`src/rtl/wb_port_arbiter.sv`:
```
// wb_port_arbiter: shares one register-file write port between two writeback
// requesters (0 = ALU result, 1 = load data). Each requester has a 1-entry
// holding buffer. A round-robin arbiter picks a buffer and its entry is
// registered onto the write port through a 2:1 data mux.
//
// Ports:
//   clk, reset_n            clock (rising edge), async active-low reset
//   req_valid[1:0]          requester i presents a write
//   req_ready[1:0]          requester i's buffer can accept this cycle
//   req_addr0/1, req_data0/1  destination register and data per requester
//   wr_en, wr_addr, wr_data, wr_src   registered register-file write port
//   busy                    at least one buffer holds an entry
//   conflict_cnt, drop_cnt  only with WB_ARB_STATS_EN: saturating counts of
//                           both-buffers-valid cycles and discarded ZERO_REG writes
//
// Optional feature macro: WB_ARB_STATS_EN
module wb_port_arbiter #(
   parameter int DATA_W   = 64,
   parameter int ADDR_W   = 5,
   parameter int ZERO_REG = 31
) (
   input  logic              clk,
   input  logic              reset_n,
   input  logic [1:0]        req_valid,
   output logic [1:0]        req_ready,
   input  logic [ADDR_W-1:0] req_addr0,
   input  logic [DATA_W-1:0] req_data0,
   input  logic [ADDR_W-1:0] req_addr1,
   input  logic [DATA_W-1:0] req_data1,
   output logic              wr_en,
   output logic [ADDR_W-1:0] wr_addr,
   output logic [DATA_W-1:0] wr_data,
   output logic              wr_src,
`ifdef WB_ARB_STATS_EN
   output logic [15:0]       conflict_cnt,
   output logic [15:0]       drop_cnt,
`endif
   output logic              busy
);

   localparam logic [ADDR_W-1:0] ZERO_ADDR = ADDR_W'(ZERO_REG);

   logic [1:0]        buf_valid_q, buf_valid_d;
   logic [ADDR_W-1:0] buf_addr0_q, buf_addr0_d;
   logic [ADDR_W-1:0] buf_addr1_q, buf_addr1_d;
   logic [DATA_W-1:0] buf_data0_q, buf_data0_d;
   logic [DATA_W-1:0] buf_data1_q, buf_data1_d;
   logic              rr_ptr_q, rr_ptr_d;
   logic              wr_en_q, wr_en_d;
   logic [ADDR_W-1:0] wr_addr_q, wr_addr_d;
   logic [DATA_W-1:0] wr_data_q, wr_data_d;
   logic              wr_src_q, wr_src_d;
`ifdef WB_ARB_STATS_EN
   logic [15:0]       conflict_cnt_q, conflict_cnt_d;
   logic [15:0]       drop_cnt_q, drop_cnt_d;
`endif

   logic [1:0]        grant;
   logic              grant_any;
   logic              grant_idx;
   logic [DATA_W-1:0] mux_data;
   logic [ADDR_W-1:0] mux_addr;
   logic              mux_is_zero;
   logic [1:0]        accept;

   always_comb begin
      grant = 2'b00;
      case (buf_valid_q)
         2'b01:   grant = 2'b01;
         2'b10:   grant = 2'b10;
         2'b11:   grant = rr_ptr_q ? 2'b10 : 2'b01;
         default: grant = 2'b00;
      endcase
      grant_any   = |grant;
      grant_idx   = grant[1];
      mux_data    = grant_idx ? buf_data1_q : buf_data0_q;
      mux_addr    = grant_idx ? buf_addr1_q : buf_addr0_q;
      mux_is_zero = (mux_addr == ZERO_ADDR);

      // A buffer being drained this cycle can take a new entry on the same edge.
      req_ready = ~buf_valid_q | grant;
      accept    = req_valid & req_ready;

      buf_valid_d = (buf_valid_q & ~grant) | accept;
      buf_addr0_d = accept[0] ? req_addr0 : buf_addr0_q;
      buf_data0_d = accept[0] ? req_data0 : buf_data0_q;
      buf_addr1_d = accept[1] ? req_addr1 : buf_addr1_q;
      buf_data1_d = accept[1] ? req_data1 : buf_data1_q;

      rr_ptr_d  = grant_any ? ~grant_idx : rr_ptr_q;

      // ZERO_REG entries are drained but never reach the register file.
      wr_en_d   = grant_any & ~mux_is_zero;
      wr_addr_d = grant_any ? mux_addr  : wr_addr_q;
      wr_data_d = grant_any ? mux_data  : wr_data_q;
      wr_src_d  = grant_any ? grant_idx : wr_src_q;

`ifdef WB_ARB_STATS_EN
      conflict_cnt_d = conflict_cnt_q;
      if ((&buf_valid_q) && (conflict_cnt_q != 16'hFFFF))
         conflict_cnt_d = conflict_cnt_q + 16'd1;
      drop_cnt_d = drop_cnt_q;
      if (grant_any && mux_is_zero && (drop_cnt_q != 16'hFFFF))
         drop_cnt_d = drop_cnt_q + 16'd1;
`endif
   end

   always_ff @(posedge clk or negedge reset_n) begin
      if (!reset_n) begin
         buf_valid_q    <= '0;
         buf_addr0_q    <= '0;
         buf_data0_q    <= '0;
         buf_addr1_q    <= '0;
         buf_data1_q    <= '0;
         rr_ptr_q       <= 1'b0;
         wr_en_q        <= 1'b0;
         wr_addr_q      <= '0;
         wr_data_q      <= '0;
         wr_src_q       <= 1'b0;
`ifdef WB_ARB_STATS_EN
         conflict_cnt_q <= '0;
         drop_cnt_q     <= '0;
`endif
      end else begin
         buf_valid_q    <= buf_valid_d;
         buf_addr0_q    <= buf_addr0_d;
         buf_data0_q    <= buf_data0_d;
         buf_addr1_q    <= buf_addr1_d;
         buf_data1_q    <= buf_data1_d;
         rr_ptr_q       <= rr_ptr_d;
         wr_en_q        <= wr_en_d;
         wr_addr_q      <= wr_addr_d;
         wr_data_q      <= wr_data_d;
         wr_src_q       <= wr_src_d;
`ifdef WB_ARB_STATS_EN
         conflict_cnt_q <= conflict_cnt_d;
         drop_cnt_q     <= drop_cnt_d;
`endif
      end
   end

   assign wr_en   = wr_en_q;
   assign wr_addr = wr_addr_q;
   assign wr_data = wr_data_q;
   assign wr_src  = wr_src_q;
   assign busy    = |buf_valid_q;
`ifdef WB_ARB_STATS_EN
   assign conflict_cnt = conflict_cnt_q;
   assign drop_cnt     = drop_cnt_q;
`endif

endmodule

```
`config.mk`:
```
export PLATFORM = sky130hd
export DESIGN_NAME = wb_port_arbiter
export DESIGN_NICKNAME = d
export VERILOG_FILES = /design/src/rtl/wb_port_arbiter.sv
export SDC_FILE = /design/constraint.sdc
export NUM_CORES = 1
export LEC_CHECK = 0
export BUFFER_PORTS_ARGS = -buffer_cell sky130_fd_sc_hd__buf_2
export CAP_MARGIN = 10
export CORE_ASPECT_RATIO = 1.2
export CORE_MARGIN = 1.5
export CORE_UTILIZATION = 48
export CTS_CLUSTER_DIAMETER = 100
export DETAILED_ROUTE_END_ITERATION = 6
export PLACE_DENSITY = 0.74
export SLEW_MARGIN = 20
export SYNTH_ARGS = -nofsm -noshare
export SYNTH_HDL_FRONTEND = slang
export SYNTH_SLANG_ARGS = --single-unit
```
`constraint.sdc`:
```
create_clock -name clk -period 1.7 [get_ports clk]
set_clock_uncertainty 0.2 [all_clocks]
set_input_delay 0.34 -clock clk [delete_from_list [all_inputs] [get_ports clk]]
set_output_delay 0.34 -clock clk [all_outputs]
set_load 0.03 [all_outputs]
```
==> results_dict.tcl <==
set metrics [dict create \
    status "finished with violations" \
    violations "negative setup slack" \
    swShare 0.375 \
    ys_ff_latch 212 \
    nNetsFinal 1240 \
    routed_wl_microns 30200 \
    cp.required_ns 1.16 \
    maxSlewViolCount 0 \
    clockPowerShare 0.221 \
    gr-total-overflow 0 \
    netlist_area_sq_um 8940 \
    drc 0 \
    yosys.area_share.simple 0.0660 \
    coreArea_sq_um 18200 \
    drive_gt1_frac 0.531 \
    muxShareOfSynthArea 0.261 \
    slowest_delay_ns 0.49 \
    grt_pass1_wl_microns 38200 \
    startpoint_type "flop" \
    p_seq_frac 0.348 \
    synth.avg_cell_area_sq_um 13.0 \
    std_cell_rows 54 \
    via_count 7465 \
    finalCritPeriodShare 1.13 \
    cts_tree "yes" \
    first_pass_iters 5 \
    worstSkewPairLatency_ns 0.50 \
    ir_drop_mv 1.14 \
    final_cell_count_no_fill 1340 \
    dpl.hpwl_microns 13700 \
    critical_path.slowest_cell "dfrtp_4" \
    fmax_mhz 521 \
    antenna_found_initial 1 \
    synth_cell_types 20 \
    synth-seq-area-share 0.593 \
    synth_top_family_by_area "multiplexers" \
    syn_inst 688 \
    final.setup.worst_slack_ns -0.220 \
    rsz0062_at_grt "true" \
    fillers 1055 \
    synth_compound_area_frac 0.0527 \
    grt_max_degree 41 \
    p_sw_uw 8580 \
    cts_buffers 23 \
    comb_power_share 0.430 \
    cts_root_buf "clkbuf_16" \
    dp.cells 1109 \
    place_area_sq_um 10500 \
    ys_warn_count 0 \
    synth-xor-area-share 0 \
    setup_viol 199 \
    cts_max_path_buffers 3 \
    syn_to_final_growth_pct 55.5 \
    cts.clk_slew.worst_paths_ns 0.06 \
    min_path_type "in -> async" \
    yosys.area_share.adder 0 \
    track_usage 0.248 \
    ios 216 \
    cp_max_fo 4 \
    critPathCaptureType "output pin" \
    multi_input_area_sq_um 3810 \
    critPathArrivalTime_ns 1.38 \
    maxCapViolCount 0 \
    internal_power_uw 14300 \
    worstMarginPinSlew_ns 0.671 \
    drt-initial-drc-count 438 \
    routedWlPerCell_microns 22.5 \
    syn-num-nets 830 \
    crit_type "reg -> out" \
    maxSlewHeadroom 0.553 \
    die-area_sq_um 19500 \
    finalInstanceArea_sq_um 13900 \
    port-buffer-count 215 \
    p_leak_uw 0.00625 \
    die_w_microns 128 \
    clock-sinks 212 \
    place_congestion 0.793 \
    hold_viol 0 \
    powerDensity_nw_per_um2 1650 \
    initial_core_util 0.490 \
    ant_nets 0 \
    die_y_microns 153 \
    via_per_inst 5.57 \
    cts_max_level 1 \
    path_cells "or2_4 > buf_6" \
    seq_area_sq_um 5310 \
    power_uw 22900 \
    fin_crit_ns 1.92 \
    grt_pass1_vias 7540 \
]
-- path summary, 6_finish.rpt --
check	startpoint	endpoint	slack, ns	cells past startpoint
max in group asynchronous	reset_n	buf_data0_q[27]	0.61	3
max reg2reg	buf_valid_q[1]	buf_data0_q[20]	-0.19	6
max	buf_valid_q[1]	busy	-0.22	2
min reg2reg	buf_data0_q[50]	buf_data0_q[50]	0.30	1
min	reset_n	buf_data0_q[58]	0.13	2
min in group clk	buf_data0_q[50]	buf_data0_q[50]	0.30	1
-- cell type report --
cell class	instances	share of cell area
Timing Repair Buffer	425	0.268
Tap cell	224	0.0201
Clock inverter	8	0.00702
Antenna cell	2	0.000360
Clock buffer	33	0.0484
Sequential cell	212	0.382
Multi-Input combinational cell	436	0.274
-- synthesized netlist by cell type (all sizes together) --
cell | n | area share
a21bo | 1 | 0.0011
a31o | 1 | 0.00098
a31oi | 1 | 0.00070
and3 | 2 | 0.0014
buf | 31 | 0.022
clkbuf | 14 | 0.0059
dfrtp | 212 | 0.59
mux2 | 207 | 0.26
nand2 | 3 | 0.0015
nand2b | 3 | 0.0021
nand3 | 2 | 0.0011
nand3b | 1 | 0.0013
nor2 | 138 | 0.058
o21a | 2 | 0.0017
o22ai | 69 | 0.048
or2 | 1 | 0.00070
-- worst max-delay path: cells and delay by family (launching register included) --
| family | cells | cell delay [ns] |
|---|---|---|
| AND/OR/NAND/NOR | 1 | 0.25 |
| buffers and inverters | 1 | 0.14 |
| flip-flops | 1 | 0.49 |
-- cells in the final DEF, fill, tap and decap left out, types with 7 or more instances in the layout --
cell           synthesis  final
mux2_2               195    192
o22ai_2                0     26
buf_6                  3      8
clkbuf_16              0     45
o22ai_1               69     43
nor2_1               138    109
buf_4                  8     17
clkbuf_8               0      7
buf_12                 0     14
buf_2                 20    211
dfrtp_1              212    209
buf_8                  0      8
dlygate4sd3_1          0    141
mux2_1                12      8
mux2_4                 0      7
nor2_2                 0     28
-- logic make-up after synthesis --
logic type | after synthesis
AND/OR/NAND/NOR | 150
AO/OA/AOI/OAI | 74
multiplexers | 207
buffers and inverters | 45
flip-flops | 212
-- power groups by stage --
stage          clock (uW)  combinational, uW  sequential (uW)
6_report             5060               9860             7980
5_1_grt              5320              10300             8180
4_1_cts              5100               7860             7830
3_5_place_dp            0               7440             7900
3_3_place_gp            0               7280             7840
2_1_floorplan           0               3560             9420
-- state kept, by name, summed over array words and instances, names as in the netlist --
register     count
wr_data         64
buf_valid_q      2
wr_en            1
wr_addr          5
wr_src           1
buf_data0_q     64
buf_addr1_q      5
buf_addr0_q      5
rr_ptr_q         1
buf_data1_q     64
-- layer usage --
| layer | track usage | wire, microns | up-vias |
|---|---|---|---|
| li1 | - | - | 3278 |
| met5 | 0 | 0 | - |
| met2 | 0.445 | 15600 | 339 |
| met3 | 0.0407 | 1770 | 102 |
| met4 | 0.111 | 1290 | 0 |
| met1 | 0.289 | 11500 | 3746 |
-- timing repair --
action                     CTS  global route
setup buffers                7             1
pin swaps                    1             5
hold buffers               141             0
gates cloned                 0            39
setup endpoints to repair    3           210
hold endpoints to repair   352             0
gates resized for setup     16            90
-- metrics by stage --
step           hold WS, ns  TNS [ns]  utilization  setup slack (ns)
4_1_cts              0.126     -5.88        0.699            -0.229
6_report             0.129    -15.53        0.763            -0.220
2_1_floorplan       -0.156         0            -           0.00561
3_5_place_dp        0.0916         0        0.573            0.0273
5_1_grt              0.160    -21.57        0.762            -0.241
3_3_place_gp        0.0972         0        0.573            0.0610
No activity file was read; power rests on OpenSTA's default activity.
